$ cat config.mk
export PLATFORM = sky130hd
export DESIGN_NAME = cfu_cmd_sequencer
export DESIGN_NICKNAME = d
export VERILOG_FILES = /design/src/rtl/cfu_seq_pkg.sv /design/src/rtl/seq_timeout_counter.sv /design/src/rtl/cfu_cmd_sequencer.sv
export SDC_FILE = /design/constraint.sdc
export NUM_CORES = 1
export LEC_CHECK = 0
export BUFFER_PORTS_ARGS = -buffer_cell sky130_fd_sc_hd__buf_2
export CAP_MARGIN = 20
export CORE_ASPECT_RATIO = 0.8
export CORE_MARGIN = 2
export CORE_UTILIZATION = 39
export DETAILED_ROUTE_END_ITERATION = 6
export PLACE_DENSITY = 0.67
export SLEW_MARGIN = 20
export SYNTH_ARGS = -nofsm -noshare
export SYNTH_HDL_FRONTEND = slang
export SYNTH_SLANG_ARGS = --single-unit
$ cat constraint.sdc
create_clock -name clk -period 2.4 [get_ports clk]
set_input_delay 0.12 -clock clk [delete_from_list [all_inputs] [get_ports clk]]
set_output_delay 0.12 -clock clk [all_outputs]
set_load 0.03 [all_outputs]
$ cat src/rtl/cfu_seq_pkg.sv
// Shared types and constants for the CFU command sequencer.
package cfu_seq_pkg;

  // Sequencer control states.
  typedef enum logic [1:0] {
    IDLE  = 2'd0,
    ISSUE = 2'd1,
    WAIT  = 2'd2,
    RESP  = 2'd3
  } seq_state_e;

  // funct7 value answered locally (status read and clear).
  localparam logic [6:0] STATUS_FUNCT7_DEFAULT = 7'h7F;

  // funct7 bit marking a posted (fire-and-forget) command.
  localparam int POSTED_BIT = 6;

  // Timeout counter width.
  localparam int CNT_W = 16;

  // Status word layout: {22'b0, err_sticky, 1'b0, err_count[7:0]}.
  localparam int STAT_CNT_LSB    = 0;
  localparam int STAT_CNT_W      = 8;
  localparam int STAT_STICKY_BIT = 9;

  // Builds the status response word from the sticky flag and timeout count.
  function automatic logic [31:0] status_word(input logic sticky, input logic [7:0] count);
    logic [31:0] w;
    w = 32'h0000_0000;
    w[STAT_CNT_LSB +: STAT_CNT_W] = count;
    w[STAT_STICKY_BIT] = sticky;
    return w;
  endfunction

  // Increments an 8-bit count, holding at 255.
  function automatic logic [7:0] sat_inc8(input logic [7:0] v);
    logic [7:0] r;
    if (v == 8'hFF) begin
      r = v;
    end else begin
      r = v + 8'd1;
    end
    return r;
  endfunction

endpackage

$ cat src/rtl/seq_timeout_counter.sv
// Cycle counter for the WAIT phase: cleared before each wait, advanced while
// waiting, and flags the last permitted cycle.
module seq_timeout_counter
  import cfu_seq_pkg::*;
#(
  parameter int TIMEOUT_CYCLES = 255
) (
  input  logic clk,
  input  logic reset_n,
  input  logic clr,
  input  logic en,
  output logic expire
);

  localparam logic [CNT_W-1:0] LAST_COUNT = CNT_W'(TIMEOUT_CYCLES - 1);

  logic [CNT_W-1:0] count_q;
  logic [CNT_W-1:0] count_d;

  // Next count: clear wins over increment, otherwise hold.
  always_comb begin
    count_d = count_q;
    if (clr) begin
      count_d = {CNT_W{1'b0}};
    end else if (en) begin
      count_d = count_q + {{(CNT_W-1){1'b0}}, 1'b1};
    end else begin
      count_d = count_q;
    end
  end

  // Count register with synchronous active-low reset.
  always_ff @(posedge clk) begin
    if (!reset_n) begin
      count_q <= {CNT_W{1'b0}};
    end else begin
      count_q <= count_d;
    end
  end

  assign expire = (count_q == LAST_COUNT);

endmodule

$ cat src/rtl/cfu_cmd_sequencer.sv
// CFU command sequencer: accepts one CPU command, issues it to the conv1d
// datapath as a one-cycle start pulse, waits for completion or timeout, and
// holds the response until the CPU takes it. Status commands are answered
// locally from the sticky timeout record.
module cfu_cmd_sequencer
  import cfu_seq_pkg::*;
#(
  parameter int          TIMEOUT_CYCLES = 255,
  parameter logic [31:0] ERR_CODE       = 32'hDEAD_BEEF,
  parameter logic [6:0]  STATUS_FUNCT7  = STATUS_FUNCT7_DEFAULT
) (
  input  logic        clk,
  input  logic        reset_n,
  input  logic        cmd_valid,
  output logic        cmd_ready,
  input  logic [9:0]  cmd_payload_function_id,
  input  logic [31:0] cmd_payload_inputs_0,
  input  logic [31:0] cmd_payload_inputs_1,
  output logic        rsp_valid,
  input  logic        rsp_ready,
  output logic [31:0] rsp_payload_outputs_0,
  output logic        dp_start,
  output logic [6:0]  dp_cmd,
  output logic [31:0] dp_inp0,
  output logic [31:0] dp_inp1,
  input  logic        dp_done,
  input  logic [31:0] dp_result,
  output logic        busy,
  output logic        err_sticky
);

  seq_state_e  state_q,       state_d;
  logic [6:0]  dp_cmd_q,      dp_cmd_d;
  logic [31:0] dp_inp0_q,     dp_inp0_d;
  logic [31:0] dp_inp1_q,     dp_inp1_d;
  logic [31:0] rsp_payload_q, rsp_payload_d;
  logic        err_sticky_q,  err_sticky_d;
  logic [7:0]  err_count_q,   err_count_d;
  logic        dp_start_q,    dp_start_d;
  logic        rsp_valid_q,   rsp_valid_d;
  logic        cmd_ready_q,   cmd_ready_d;
  logic        busy_q,        busy_d;

  logic        tmo_clr_s;
  logic        tmo_en_s;
  logic        tmo_expire_s;
  logic [6:0]  funct7_s;
  logic        unused_fid_s;

  assign funct7_s     = cmd_payload_function_id[9:3];
  assign unused_fid_s = ^cmd_payload_function_id[2:0];

  seq_timeout_counter #(
    .TIMEOUT_CYCLES(TIMEOUT_CYCLES)
  ) u_timeout (
    .clk    (clk),
    .reset_n(reset_n),
    .clr    (tmo_clr_s),
    .en     (tmo_en_s),
    .expire (tmo_expire_s)
  );

  // Next-state, latch and response logic; outputs are derived from the next state so they register cleanly.
  always_comb begin
    state_d       = state_q;
    dp_cmd_d      = dp_cmd_q;
    dp_inp0_d     = dp_inp0_q;
    dp_inp1_d     = dp_inp1_q;
    rsp_payload_d = rsp_payload_q;
    err_sticky_d  = err_sticky_q;
    err_count_d   = err_count_q;
    tmo_clr_s     = 1'b0;
    tmo_en_s      = 1'b0;

    case (state_q)
      IDLE: begin
        if (cmd_valid) begin
          dp_cmd_d  = funct7_s;
          dp_inp0_d = cmd_payload_inputs_0;
          dp_inp1_d = cmd_payload_inputs_1;
          if (funct7_s == STATUS_FUNCT7) begin
            // Report the record as it stood, then clear it on the same edge.
            rsp_payload_d = status_word(err_sticky_q, err_count_q);
            err_sticky_d  = 1'b0;
            err_count_d   = 8'h00;
            state_d       = RESP;
          end else begin
            state_d = ISSUE;
          end
        end else begin
          state_d = IDLE;
        end
      end

      ISSUE: begin
        tmo_clr_s = 1'b1;
        if (dp_cmd_q[POSTED_BIT]) begin
          // Posted: acknowledge immediately, the datapath result is not awaited.
          rsp_payload_d = 32'h0000_0000;
          state_d       = RESP;
        end else begin
          state_d = WAIT;
        end
      end

      WAIT: begin
        if (dp_done) begin
          // Completion beats expiry when both land on the same cycle.
          rsp_payload_d = dp_result;
          state_d       = RESP;
        end else if (tmo_expire_s) begin
          rsp_payload_d = ERR_CODE;
          err_sticky_d  = 1'b1;
          err_count_d   = sat_inc8(err_count_q);
          state_d       = RESP;
        end else begin
          tmo_en_s = 1'b1;
        end
      end

      RESP: begin
        if (rsp_ready) begin
          state_d = IDLE;
        end else begin
          state_d = RESP;
        end
      end

      default: begin
        state_d = IDLE;
      end
    endcase

    dp_start_d  = (state_d == ISSUE);
    rsp_valid_d = (state_d == RESP);
    cmd_ready_d = (state_d == IDLE);
    busy_d      = (state_d != IDLE);
  end

  // Sequencer state and all registered outputs, synchronous active-low reset.
  always_ff @(posedge clk) begin
    if (!reset_n) begin
      state_q       <= IDLE;
      dp_cmd_q      <= 7'h00;
      dp_inp0_q     <= 32'h0000_0000;
      dp_inp1_q     <= 32'h0000_0000;
      rsp_payload_q <= 32'h0000_0000;
      err_sticky_q  <= 1'b0;
      err_count_q   <= 8'h00;
      dp_start_q    <= 1'b0;
      rsp_valid_q   <= 1'b0;
      cmd_ready_q   <= 1'b1;
      busy_q        <= 1'b0;
    end else begin
      state_q       <= state_d;
      dp_cmd_q      <= dp_cmd_d;
      dp_inp0_q     <= dp_inp0_d;
      dp_inp1_q     <= dp_inp1_d;
      rsp_payload_q <= rsp_payload_d;
      err_sticky_q  <= err_sticky_d;
      err_count_q   <= err_count_d;
      dp_start_q    <= dp_start_d;
      rsp_valid_q   <= rsp_valid_d;
      cmd_ready_q   <= cmd_ready_d;
      busy_q        <= busy_d;
    end
  end

  assign cmd_ready             = cmd_ready_q;
  assign rsp_valid             = rsp_valid_q;
  assign rsp_payload_outputs_0 = rsp_payload_q;
  assign dp_start              = dp_start_q;
  assign dp_cmd                = dp_cmd_q;
  assign dp_inp0               = dp_inp0_q;
  assign dp_inp1               = dp_inp1_q;
  assign busy                  = busy_q;
  assign err_sticky            = err_sticky_q;

endmodule

==> metrics <==
status complete, no violations; HPWL after detailed placement slightly above 10000 microns; root buf cell clkbuf_16; GR Layer Usage met2 0.346; cell with the most instances after synthesis nand2_1; net load switching power around 3.2 mW; HP Start dp_result[30]; Crit Path Class reg2reg; sequential cell area fraction in the yosys report 0.488; commonest cells in the netlist 170 x nand2_1, 134 x dfxtp_1, 81 x a21oi_1, 33 x clkbuf_1, 30 x nor2_1; Worst Path Required 2.74 ns; setup bufs post-CTS 0; P&R area growth vs syn 49.2%; Peak Freq roughly 450 MHz; GR Util met3 0.0613; layout cell share with drive strength beyond 1 0.299; Hold Path End rsp_payload_outputs_0[30]; Post-Syn Area 0.00550 sq mm; vias in the first global route between 5k and 6k; GR Overflow Total 0; Yosys Warn Count 0; Slew Limit Fails 0; Port-buffer cells between 200 and 250; initial core utilization 0.403; met1 Use GR 0.250; largest cells by area after synthesis dfxtp_1 49%, nand2_1 12%, a21oi_1 7.4%, nand2b_1 3.3%, clkbuf_1 2.3%; clock sinks about 130; vias per std cell 4.90; antenna violations before repair 0; # diodes 0; power per cell area around 1100 mW/mm^2; Worst Hold Class in2reg; Register-to-Register Path Depth 8; Max Root-Sink Buffers 2; Comb power frac 0.347; Die Ht about 110 microns; relative slew slack 0.625; DR vias about 5.6k; syn_nets slightly below 800; fin util 0.601; cts bufs inserted 17; Post-DRT Antenna Nets 0; CP cell instances inv_1, ha_1, or2b_2, a32oi_1, nand3_2, buf_4, or3b_1, a21oi_1; register share of total power 0.314; Tmin final ~2.2 ns; num ports between 200 and 250; Hold Crit Depth 4; DR pass1 iterations 4; Residual DRC 0; EDFF count, synth 0; Int Power around 5.5 mW; Sw Ratio 0.366; WP data arrival about 2.6 ns; total track usage 0.207; Leak Pwr 3.56 nW; first-pass GRT wire length about 25000 microns; DR iter-0 viols roughly 250; setup_tns 0 ns; Max H-tree Level 4; reg2reg start state_q[0]; core area 0.0136 sq mm; asr flop ratio synth 0; Syn Inst Count around 660; reg2reg end err_count_q[0]; Worst Max-Slew Pin Slew roughly 0.56 ns; slowest stage cell, crit path dfxtp_1; CP max FO 10; Total Power 8.75 mW; wire per inst approximately 14 microns; post-synth top area share 0.488; RSZ-0062 raised after global routing no; critical path's largest stage delay around 0.38 ns; Max Cap Viol 0; syn_area_per_cell a little over 8 sq um; Fin. Hold Viols 0; gr busiest metal met2; flop2flop setup slack between 0.15 and 0.2 ns; worst clock skew 0.0106 ns; peak supply drop between 500 and 600 uV; final setup fails 0; CP Launch Type register; TritonCTS clock tree built; CP startpoint state_q[0]; top_reg_cell synth dfxtp_1; DIE AREA ~0.015 sq mm; Clk pwr share 0.339; Die X roughly 140 microns; Clock Pin Slew Worst Setup and Hold Paths roughly 0.060 ns; num rows 38; global placement routability congestion between 0.8 and 0.9; Worst Setup End Kind register; Final Cycle Share 0.926; #FFs+latches synth 134; Routed Wire Length around 16000 microns; pin count of the biggest net entering global routing a little over 80; largest area contributor in the netlist dfxtp_1; fin nets 1065; Worst-Skew Late Latency 0.41 ns; Distinct cells, synth 51
## flip-flops by register name, indices dropped and copies added, names as in the netlist
register and flops:
dp_inp0 32, dp_inp1 32, rsp_payload_outputs_0 32, u_timeout.count_q 16
err_count_q 8, dp_cmd 7, state_q 2, busy 1
cmd_ready 1, dp_start 1, err_sticky 1, rsp_valid 1
## routing by layer
metal  part of all wire  up-vias
met1               0.44     2575
li1                   -     2812
met5                  0        -
met4              0.027        0
met3              0.053       39
met2               0.48      160
## critical path, delay by kind of cell (launching register included)
kind                     cells  cell delay [ns]
AO/OA/AOI/OAI                2             0.33
flip-flops                   1             0.38
adder cells (fa/ha/maj)      1             0.24
buffers and inverters        2             0.29
AND/OR/NAND/NOR              3             0.91
## logic make-up (layout without fill, tap and decap cells)
group	after synthesis	in the layout	synth area share
xor gates and xnor gates	13	13	0.0207
AOI/OAI and AO/OA	141	141	0.158
buffers and inverters	56	353	0.0526
adders and majority gates	7	7	0.0159
and+or+nand+nor	311	311	0.265
DFF	134	134	0.488
## how the worst max path moves through the flow
stage | endpoint | slack, ns | depth (start not counted)
6_report | err_count_q[0] | 0.18 | 8
5_1_grt | err_count_q[5] | 0.03 | 7
4_1_cts | err_count_q[0] | 0.04 | 6
3_5_place_dp | err_count_q[0] | 0.06 | 6
3_3_place_gp | err_count_q[0] | 0.09 | 6
2_1_floorplan | rsp_payload_outputs_0[4] | 0.27 | 7
## through the flow
stage	instances	hold WS [ns]	area, sq um	worst slack [ns]
global placement	1030	0.330	6740	0.0853
finish	1139	0.0142	8200	0.178
global route	1139	0.0330	8200	0.0273
CTS	1139	0.00462	8190	0.0355
floorplan	662	0.246	5500	0.267
detailed placement	1030	0.335	6740	0.0601
## repair_timing
item                       4_1_cts  5_1_grt
hold endpoints to repair        78        0
setup endpoints to repair        0        5
resized for setup                0        2
hold buffers                    78        0
## cell type report
cell class / instances / area [sq um]
Fill cell: 1151 / 5440
Sequential cell: 134 / 2680
Multi-Input combinational cell: 472 / 2540
Timing Repair Buffer: 311 / 2040
Clock buffer: 18 / 429
Clock inverter: 13 / 240
Tap cell: 180 / 225
Inverter: 11 / 41.3
## placed cells by master (no fill, tap or decap), types with 8 or more instances in the layout
master         netlist  routed
buf_2                2     215
nand2_1            170     169
dfxtp_1            134     134
a21oi_1             81      81
dlygate4sd3_1        0      78
nor2_1              30      30
nand2b_1            29      29
nand3_1             24      23
o21ai_0             22      22
clkbuf_16            0      17
buf_4                1      14
xnor2_1             12      12
nor2b_1             11      11
inv_1               11      10
a31oi_1              9       9
nand4_1              8       8
a211oi_2             8       8
## power groups by stage
stage,logic [mW],clock network [mW],registers (mW)
after floorplan,1.48,0,3.40
after global placement,2.87,0,2.78
after detailed placement,2.89,0,2.79
after CTS,3.00,3.01,2.75
after global routing,3.30,3.12,2.79
final,3.04,2.97,2.75
Power figures use the tool's default switching activity.
